## config.mk

```make
export PLATFORM = sky130hd
export DESIGN_NAME = eth_arp_rx_cache
export DESIGN_NICKNAME = d
export VERILOG_FILES = /design/src/rtl/eth_arp_rx_cache.sv
export SDC_FILE = /design/constraint.sdc
export NUM_CORES = 1
export LEC_CHECK = 0
export ABC_AREA = 1
export BUFFER_PORTS_ARGS = -buffer_cell sky130_fd_sc_hd__buf_2
export CORE_MARGIN = 4
export CORE_UTILIZATION = 50
export DETAILED_ROUTE_END_ITERATION = 12
export GPL_ROUTABILITY_DRIVEN = 1
export PLACE_DENSITY = 0.67
export SYNTH_ARGS = -nofsm -noshare
export SYNTH_HDL_FRONTEND = slang
export SYNTH_SLANG_ARGS = --single-unit
```

## constraint.sdc

```tcl
create_clock -name i_gmii_rxc -period 6 [get_ports i_gmii_rxc]
set_clock_uncertainty 0.15 [all_clocks]
set_input_delay 1.8 -clock i_gmii_rxc [delete_from_list [all_inputs] [get_ports i_gmii_rxc]]
set_output_delay 1.8 -clock i_gmii_rxc [all_outputs]
set_load 0.05 [all_outputs]
```

## src/rtl/eth_arp_rx_cache.sv

```systemverilog
// GMII ARP receiver with a small IP->MAC cache and round-robin eviction.
// Define ARP_RX_FCS_CHECK_EN to qualify acceptance on CRC-32 and min length.
module eth_arp_rx_cache #(
   parameter logic [47:0] BOARD_MAC   = 48'h00_11_22_33_44_55,
   parameter logic [31:0] BOARD_IP    = {8'd192, 8'd168, 8'd1, 8'd10},
   parameter int          CACHE_DEPTH = 4
) (
   input  logic                         i_gmii_rxc,
   input  logic                         i_rst_n,
   input  logic                         i_gmii_rx_dv,
   input  logic [7:0]                   i_gmii_rxd,
   output logic                         o_arp_rx_done,
   output logic                         o_arp_rx_type,
   output logic [47:0]                  o_arp_srcmac_addr,
   output logic [31:0]                  o_arp_srcip_addr,
   input  logic                         i_lookup_req,
   input  logic [31:0]                  i_lookup_ip,
   output logic                         o_lookup_vld,
   output logic                         o_lookup_hit,
   output logic [47:0]                  o_lookup_mac,
   input  logic                         i_cache_clr,
   output logic [$clog2(CACHE_DEPTH):0] o_cache_cnt
);

   localparam int IW = $clog2(CACHE_DEPTH);
   localparam int CW = IW + 1;

   typedef enum logic [2:0] {
      IDLE, PREAMBLE, ETH_HEAD, ARP_DATA, RX_END
`ifdef ARP_RX_FCS_CHECK_EN
      , FCS
`endif
   } state_t;

   state_t        state_q, state_d;
   logic [4:0]    cnt_q, cnt_d;
   logic [47:0]   dst_q, dst_d;
   logic [7:0]    typ_q, typ_d;
   logic [15:0]   op_q, op_d;
   logic [47:0]   smac_q, smac_d;
   logic [31:0]   sip_q, sip_d;
   logic [23:0]   tip_q, tip_d;
   logic          done_q, done_d;
   logic          type_q, type_d;
   logic [47:0]   srcmac_q, srcmac_d;
   logic [31:0]   srcip_q, srcip_d;
   logic          arp_ok;
`ifdef ARP_RX_FCS_CHECK_EN
   logic [31:0]   crc_q, crc_d, crc_rev;
   logic [6:0]    len_q, len_d;
   logic          fcs_ok;

   function automatic logic [31:0] crc_byte(input logic [31:0] c,
                                            input logic [7:0]  d);
      logic [31:0] r;
      r = c;
      for (int i = 0; i < 8; i++)
         r = (r[0] ^ d[i]) ? ((r >> 1) ^ 32'hEDB8_8320) : (r >> 1);
      return r;
   endfunction
`endif

   always_comb begin
      state_d  = state_q;
      cnt_d    = cnt_q;
      dst_d    = dst_q;
      typ_d    = typ_q;
      op_d     = op_q;
      smac_d   = smac_q;
      sip_d    = sip_q;
      tip_d    = tip_q;
      done_d   = 1'b0;
      type_d   = type_q;
      srcmac_d = srcmac_q;
      srcip_d  = srcip_q;
      arp_ok   = (op_q == 16'd1 || op_q == 16'd2) &&
                 ({tip_q, i_gmii_rxd} == BOARD_IP);
`ifdef ARP_RX_FCS_CHECK_EN
      crc_d   = crc_q;
      len_d   = len_q;
      crc_rev = {<<{crc_q}};
      fcs_ok  = (crc_rev == 32'hC704_DD7B) && (len_q >= 7'd64);
      if (i_gmii_rx_dv &&
          (state_q == ETH_HEAD || state_q == ARP_DATA || state_q == FCS)) begin
         crc_d = crc_byte(crc_q, i_gmii_rxd);
         if (len_q != 7'h7f) len_d = len_q + 7'd1;
      end
`endif
      unique case (state_q)
         IDLE: begin
            if (i_gmii_rx_dv && i_gmii_rxd == 8'h55) begin
               state_d = PREAMBLE;
               cnt_d   = '0;
            end
         end
         PREAMBLE: begin
            if (!i_gmii_rx_dv) begin
               state_d = IDLE;
            end else if (cnt_q < 5'd6) begin
               if (i_gmii_rxd == 8'h55) cnt_d = cnt_q + 5'd1;
               else state_d = RX_END;
            end else if (i_gmii_rxd == 8'hD5) begin
               state_d = ETH_HEAD;
               cnt_d   = '0;
`ifdef ARP_RX_FCS_CHECK_EN
               crc_d   = '1;
               len_d   = '0;
`endif
            end else begin
               state_d = RX_END;
            end
         end
         ETH_HEAD: begin
            if (!i_gmii_rx_dv) begin
               state_d = IDLE;
            end else begin
               cnt_d = cnt_q + 5'd1;
               if (cnt_q < 5'd6) dst_d = {dst_q[39:0], i_gmii_rxd};
               if (cnt_q == 5'd12) typ_d = i_gmii_rxd;
               if (cnt_q == 5'd13) begin
                  cnt_d = '0;
                  if ((dst_q == BOARD_MAC || dst_q == '1) &&
                      {typ_q, i_gmii_rxd} == 16'h0806)
                     state_d = ARP_DATA;
                  else
                     state_d = RX_END;
               end
            end
         end
         ARP_DATA: begin
            if (!i_gmii_rx_dv) begin
               state_d = IDLE;
            end else begin
               cnt_d = cnt_q + 5'd1;
               if (cnt_q == 5'd6 || cnt_q == 5'd7)
                  op_d = {op_q[7:0], i_gmii_rxd};
               if (cnt_q >= 5'd8 && cnt_q <= 5'd13)
                  smac_d = {smac_q[39:0], i_gmii_rxd};
               if (cnt_q >= 5'd14 && cnt_q <= 5'd17)
                  sip_d = {sip_q[23:0], i_gmii_rxd};
               if (cnt_q >= 5'd24)
                  tip_d = {tip_q[15:0], i_gmii_rxd};
               if (cnt_q == 5'd27) begin
                  cnt_d   = '0;
                  state_d = RX_END;
`ifdef ARP_RX_FCS_CHECK_EN
                  if (arp_ok) state_d = FCS;
`else
                  if (arp_ok) begin
                     done_d   = 1'b1;
                     type_d   = (op_q == 16'd2);
                     srcmac_d = smac_q;
                     srcip_d  = sip_q;
                  end
`endif
               end
            end
         end
`ifdef ARP_RX_FCS_CHECK_EN
         // Frame end is the dv falling edge; that is when the residue is final.
         FCS: begin
            if (!i_gmii_rx_dv) begin
               state_d = IDLE;
               if (fcs_ok) begin
                  done_d   = 1'b1;
                  type_d   = (op_q == 16'd2);
                  srcmac_d = smac_q;
                  srcip_d  = sip_q;
               end
            end
         end
`endif
         RX_END: begin
            if (!i_gmii_rx_dv) state_d = IDLE;
         end
         default: state_d = IDLE;
      endcase
   end

   always_ff @(posedge i_gmii_rxc or negedge i_rst_n) begin
      if (!i_rst_n) begin
         state_q  <= IDLE;
         cnt_q    <= '0;
         dst_q    <= '0;
         typ_q    <= '0;
         op_q     <= '0;
         smac_q   <= '0;
         sip_q    <= '0;
         tip_q    <= '0;
         done_q   <= 1'b0;
         type_q   <= 1'b0;
         srcmac_q <= '0;
         srcip_q  <= '0;
`ifdef ARP_RX_FCS_CHECK_EN
         crc_q    <= '1;
         len_q    <= '0;
`endif
      end else begin
         state_q  <= state_d;
         cnt_q    <= cnt_d;
         dst_q    <= dst_d;
         typ_q    <= typ_d;
         op_q     <= op_d;
         smac_q   <= smac_d;
         sip_q    <= sip_d;
         tip_q    <= tip_d;
         done_q   <= done_d;
         type_q   <= type_d;
         srcmac_q <= srcmac_d;
         srcip_q  <= srcip_d;
`ifdef ARP_RX_FCS_CHECK_EN
         crc_q    <= crc_d;
         len_q    <= len_d;
`endif
      end
   end

   assign o_arp_rx_done     = done_q;
   assign o_arp_rx_type     = type_q;
   assign o_arp_srcmac_addr = srcmac_q;
   assign o_arp_srcip_addr  = srcip_q;

   logic [CACHE_DEPTH-1:0] vld_q, vld_d;
   logic [31:0]            ip_q  [CACHE_DEPTH];
   logic [31:0]            ip_d  [CACHE_DEPTH];
   logic [47:0]            mac_q [CACHE_DEPTH];
   logic [47:0]            mac_d [CACHE_DEPTH];
   logic [IW-1:0]          ptr_q, ptr_d;
   logic                   lk_vld_q, lk_vld_d;
   logic                   lk_hit_q, lk_hit_d;
   logic [47:0]            lk_mac_q, lk_mac_d;
   logic                   wr_en, m_hit, f_hit;
   logic [IW-1:0]          m_idx, f_idx, w_idx;

   // The write commits at the end of the pulse cycle, so a lookup issued
   // in that cycle still sees the old contents.
   always_comb begin
      vld_d    = vld_q;
      ip_d     = ip_q;
      mac_d    = mac_q;
      ptr_d    = ptr_q;
      lk_vld_d = i_lookup_req;
      lk_hit_d = 1'b0;
      lk_mac_d = '0;
      m_hit    = 1'b0;
      m_idx    = '0;
      f_hit    = 1'b0;
      f_idx    = '0;
      w_idx    = ptr_q;
      wr_en    = done_q && (srcip_q != '0);
      for (int i = CACHE_DEPTH - 1; i >= 0; i--) begin
         if (vld_q[i] && ip_q[i] == srcip_q) begin
            m_hit = 1'b1;
            m_idx = IW'(i);
         end
         if (!vld_q[i]) begin
            f_hit = 1'b1;
            f_idx = IW'(i);
         end
         if (i_lookup_req && vld_q[i] && ip_q[i] == i_lookup_ip) begin
            lk_hit_d = 1'b1;
            lk_mac_d = mac_q[i];
         end
      end
      if (i_cache_clr) begin
         vld_d = '0;
         ptr_d = '0;
      end else if (wr_en) begin
         if (m_hit) begin
            w_idx = m_idx;
         end else if (f_hit) begin
            w_idx = f_idx;
         end else begin
            w_idx = ptr_q;
            ptr_d = ptr_q + 1'b1;
         end
         vld_d[w_idx] = 1'b1;
         ip_d[w_idx]  = srcip_q;
         mac_d[w_idx] = srcmac_q;
      end
   end

   always_ff @(posedge i_gmii_rxc or negedge i_rst_n) begin
      if (!i_rst_n) begin
         vld_q    <= '0;
         ptr_q    <= '0;
         lk_vld_q <= 1'b0;
         lk_hit_q <= 1'b0;
         lk_mac_q <= '0;
         for (int i = 0; i < CACHE_DEPTH; i++) begin
            ip_q[i]  <= '0;
            mac_q[i] <= '0;
         end
      end else begin
         vld_q    <= vld_d;
         ptr_q    <= ptr_d;
         lk_vld_q <= lk_vld_d;
         lk_hit_q <= lk_hit_d;
         lk_mac_q <= lk_mac_d;
         ip_q     <= ip_d;
         mac_q    <= mac_d;
      end
   end

   always_comb begin
      o_cache_cnt = '0;
      for (int i = 0; i < CACHE_DEPTH; i++)
         o_cache_cnt = o_cache_cnt + CW'(vld_q[i]);
   end

   assign o_lookup_vld = lk_vld_q;
   assign o_lookup_hit = lk_hit_q;
   assign o_lookup_mac = lk_mac_q;

endmodule

```

==> metrics.cfg <==
[status]
outcome=complete, no violations

[synthesis]
ys_types=41
syn_avg_cell_area_um2=7.73
yosys_warnings=0
syn_nets=4270
syn_area_um2=32600
ys.flop_type=dfrtp_1
ys_seq_elements=642
synthAdderAreaFrac=0.00292
synth-compound-area-share=0.112
muxShareOfSynthArea=0.00311
synth-simple-area-share=0.277
synth_edf_count=0
synth-xor-area-share=0.0185
syn_inst=4218
synth_top_family_by_area=simple AND/OR/NAND/NOR gates
async_reset_ff_frac=1.00
seq_area_frac_synth=0.493

[placement]
dp_hpwl_mm=95.4
place.port_buffers=179
dpl_cell_area_um2=34000
routabilityCongestion=1.13

[clock_network]
cts_tree=built
clock_latency_ns=0.64
cts_setup_buffers=0
clockRootBuffer=clkbuf_16
cts_num_sinks=642
postCtsHoldBufs=0
cts_buffers=72
cts_htree_levels=3
ctsResizeCount=0
clkSlewWorstSetupHoldPaths_ns=0.06
clock_path_buffers=3

[critical_path]
reg2reg_depth=12
worst-setup-path-type=reg2reg
cp.depth=12
slowest_delay_ns=0.88
start_kind=register
rrSetupSlack_ns=1.26
crit_arrival_ns=5.14
crit_path_end=mac_q[31]
crit_required_ns=6.40
startpoint=o_arp_srcip_addr[23]
path_cells=inv_1, nand2_1, nand3_1, nor2_1, nand3_1, nor2_1, nor2_1, nand3_4, nand2_8, buf_4, nand3_1, nand2_1
cp_top_family=simple AND/OR/NAND/NOR gates
slowest_stage=buf_4
crit_fanout=103
cp-end-kind=register
r2r_end=mac_q[31]
rr_startpoint=o_arp_srcip_addr[23]
critPathBufInv=2

[finish]
layout.nets=4334
final_layout_size_suffix_gt1_frac=0.0909
final_cell_area_um2=36500
syn2layout_area_growth_pct=11.8

[routing]
drt_pass1_iterations=6
route.detailed.drc=0
drt_iter0_markers=3909
wl_per_cell_um=25.8
via_count=30300
drtAntennaViolNets=0
avgViaCountPerCell=5.83
routed_wl_mm=134

[sta]
finalSetupViolCount=0
slew_headroom=0.223
fin_crit_sh=0.790
rsz0062_at_grt=false
finalSetupTns_ns=0
slew_violations=0
hold_viol_final=0
timing.fmax_mhz=211
tightest_slew_ns=1.16
finalCriticalPeriod_ns=4.74

[global_routing]
grt_usage=0.379
grt_max_degree=135
grt-ovfl-total=0
grt_pass1_wl_mm=197
antenna_found_initial=6
grt_pass1_vias=28900

[power]
ir_drop_mv=0.260
power_w=0.00931
power_leakage_nw=18.7
power.density_nw_per_um2=255

[die]
die_w_um=263
die_h_um=263
core_region_area_um2=64500
io_pins=180
die-area_um2=69300
std_cell_rows=93
start_util=0.506

[run]
timing.max_cap.violations=0

[hold_path]
hp-class=reg2reg

per-stage QoR:
stage	worst slack [ns]	instances	util	hold WS, ns
3_5_place_dp	1.18	5063	0.528	0.308
2_1_floorplan	2.35	4218	-	0.292
4_1_cts	1.36	5189	0.565	0.313
6_report	1.26	5191	0.565	0.312
3_3_place_gp	1.05	5063	0.528	0.304
5_1_grt	1.19	5189	0.565	0.336
kinds of logic after synthesis:
family                   after synthesis
AO/OA/AOI/OAI                        628
XOR/XNOR                              68
buffers and inverters                714
flip-flops                           642
multiplexers                           9
adder cells (fa/ha/maj)                7
AND/OR/NAND/NOR                     2150
layout by cell type (no fill, tap or decap), types with 4 or more instances in the layout:
cell	count
clkinv_2	8
nor3_1	22
buf_4	41
inv_2	13
nor2_1	248
o22ai_1	70
o21bai_1	161
ha_1	6
inv_1	454
mux2_2	9
nand4_1	146
nand2_4	4
and2_1	6
buf_2	178
nand3_1	316
clkbuf_1	14
nor4_1	22
clkbuf_16	72
inv_6	5
nor2_4	6
a21oi_1	123
buf_12	17
xnor2_1	49
o21ai_0	260
dfrtp_1	642
xor2_1	18
nand2_1	1362
clkbuf_8	17
bufinv_16	4
cells in the mapped netlist (all sizes together), types with 18 or more instances:
library cell  count  area share
xor2             18      0.0048
xnor2            50       0.014
nor3             24      0.0037
nand4           146       0.028
o21ai           263       0.040
nand3           320       0.049
inv             467       0.054
nor2            255       0.030
nand2          1368        0.16
o21bai          161       0.037
nor4             22      0.0042
a21oi           123       0.019
o22ai            70       0.013
buf             155       0.029
dfrtp           642        0.49
clkbuf           92       0.011
report_power, final:
group          internal (W)  total (W)  switching (W)  leakage (nW)
combinational     0.0000953   0.000391       0.000296          9.89
sequential          0.00437    0.00441      0.0000429          7.58
clock               0.00262    0.00451        0.00189          1.18
metal layers:
layer / part of all wire / track usage
met2: 0.43 / 0.565
met5: 0.00028 / 0
met4: 0.045 / 0.140
met1: 0.42 / 0.542
met3: 0.10 / 0.0902
worst min-delay path, stage by stage, from the launching register on:
cell and delay [ns]:
dfrtp_1 0.34, nand2_1 0.05, o21ai_0 0.06
how the worst min path moves through the flow:
stage	start	end	slack (ns)	cells after the start
global placement	mac_q[26]	mac_q[26]	0.30	2
detailed placement	mac_q[28]	mac_q[28]	0.31	2
CTS	smac_q[38]	smac_q[46]	0.31	2
floorplan	mac_q[31]	mac_q[31]	0.29	2
global route	smac_q[38]	smac_q[46]	0.34	2
finish	smac_q[38]	smac_q[46]	0.31	2
area by class of cell:
| type | instances | area, um2 |
|---|---|---|
| antenna | 2 | 5.00 |
| clock buffer | 103 | 2090 |
| clock inverter | 23 | 320 |
| fill | 6051 | 28000 |
| inverter | 467 | 1750 |
| multi-input combinational | 2862 | 13600 |
| sequential | 642 | 16100 |
| tap | 855 | 1070 |
| timing repair buffer | 237 | 1550 |
flip-flops by register name (all words and copies together) (netlist names):
signal,cells
ptr_q,2
state_q,3
typ_q,8
cnt_q,5
o_arp_srcmac_addr,48
tip_q,24
op_q,16
mac_q,192
o_arp_rx_type,1
o_lookup_vld,1
ip_q,128
vld_q,4
o_arp_rx_done,1
o_lookup_hit,1
o_lookup_mac,48
smac_q,48
dst_q,48
sip_q,32
o_arp_srcip_addr,32
(Power assumes the default switching activity.)
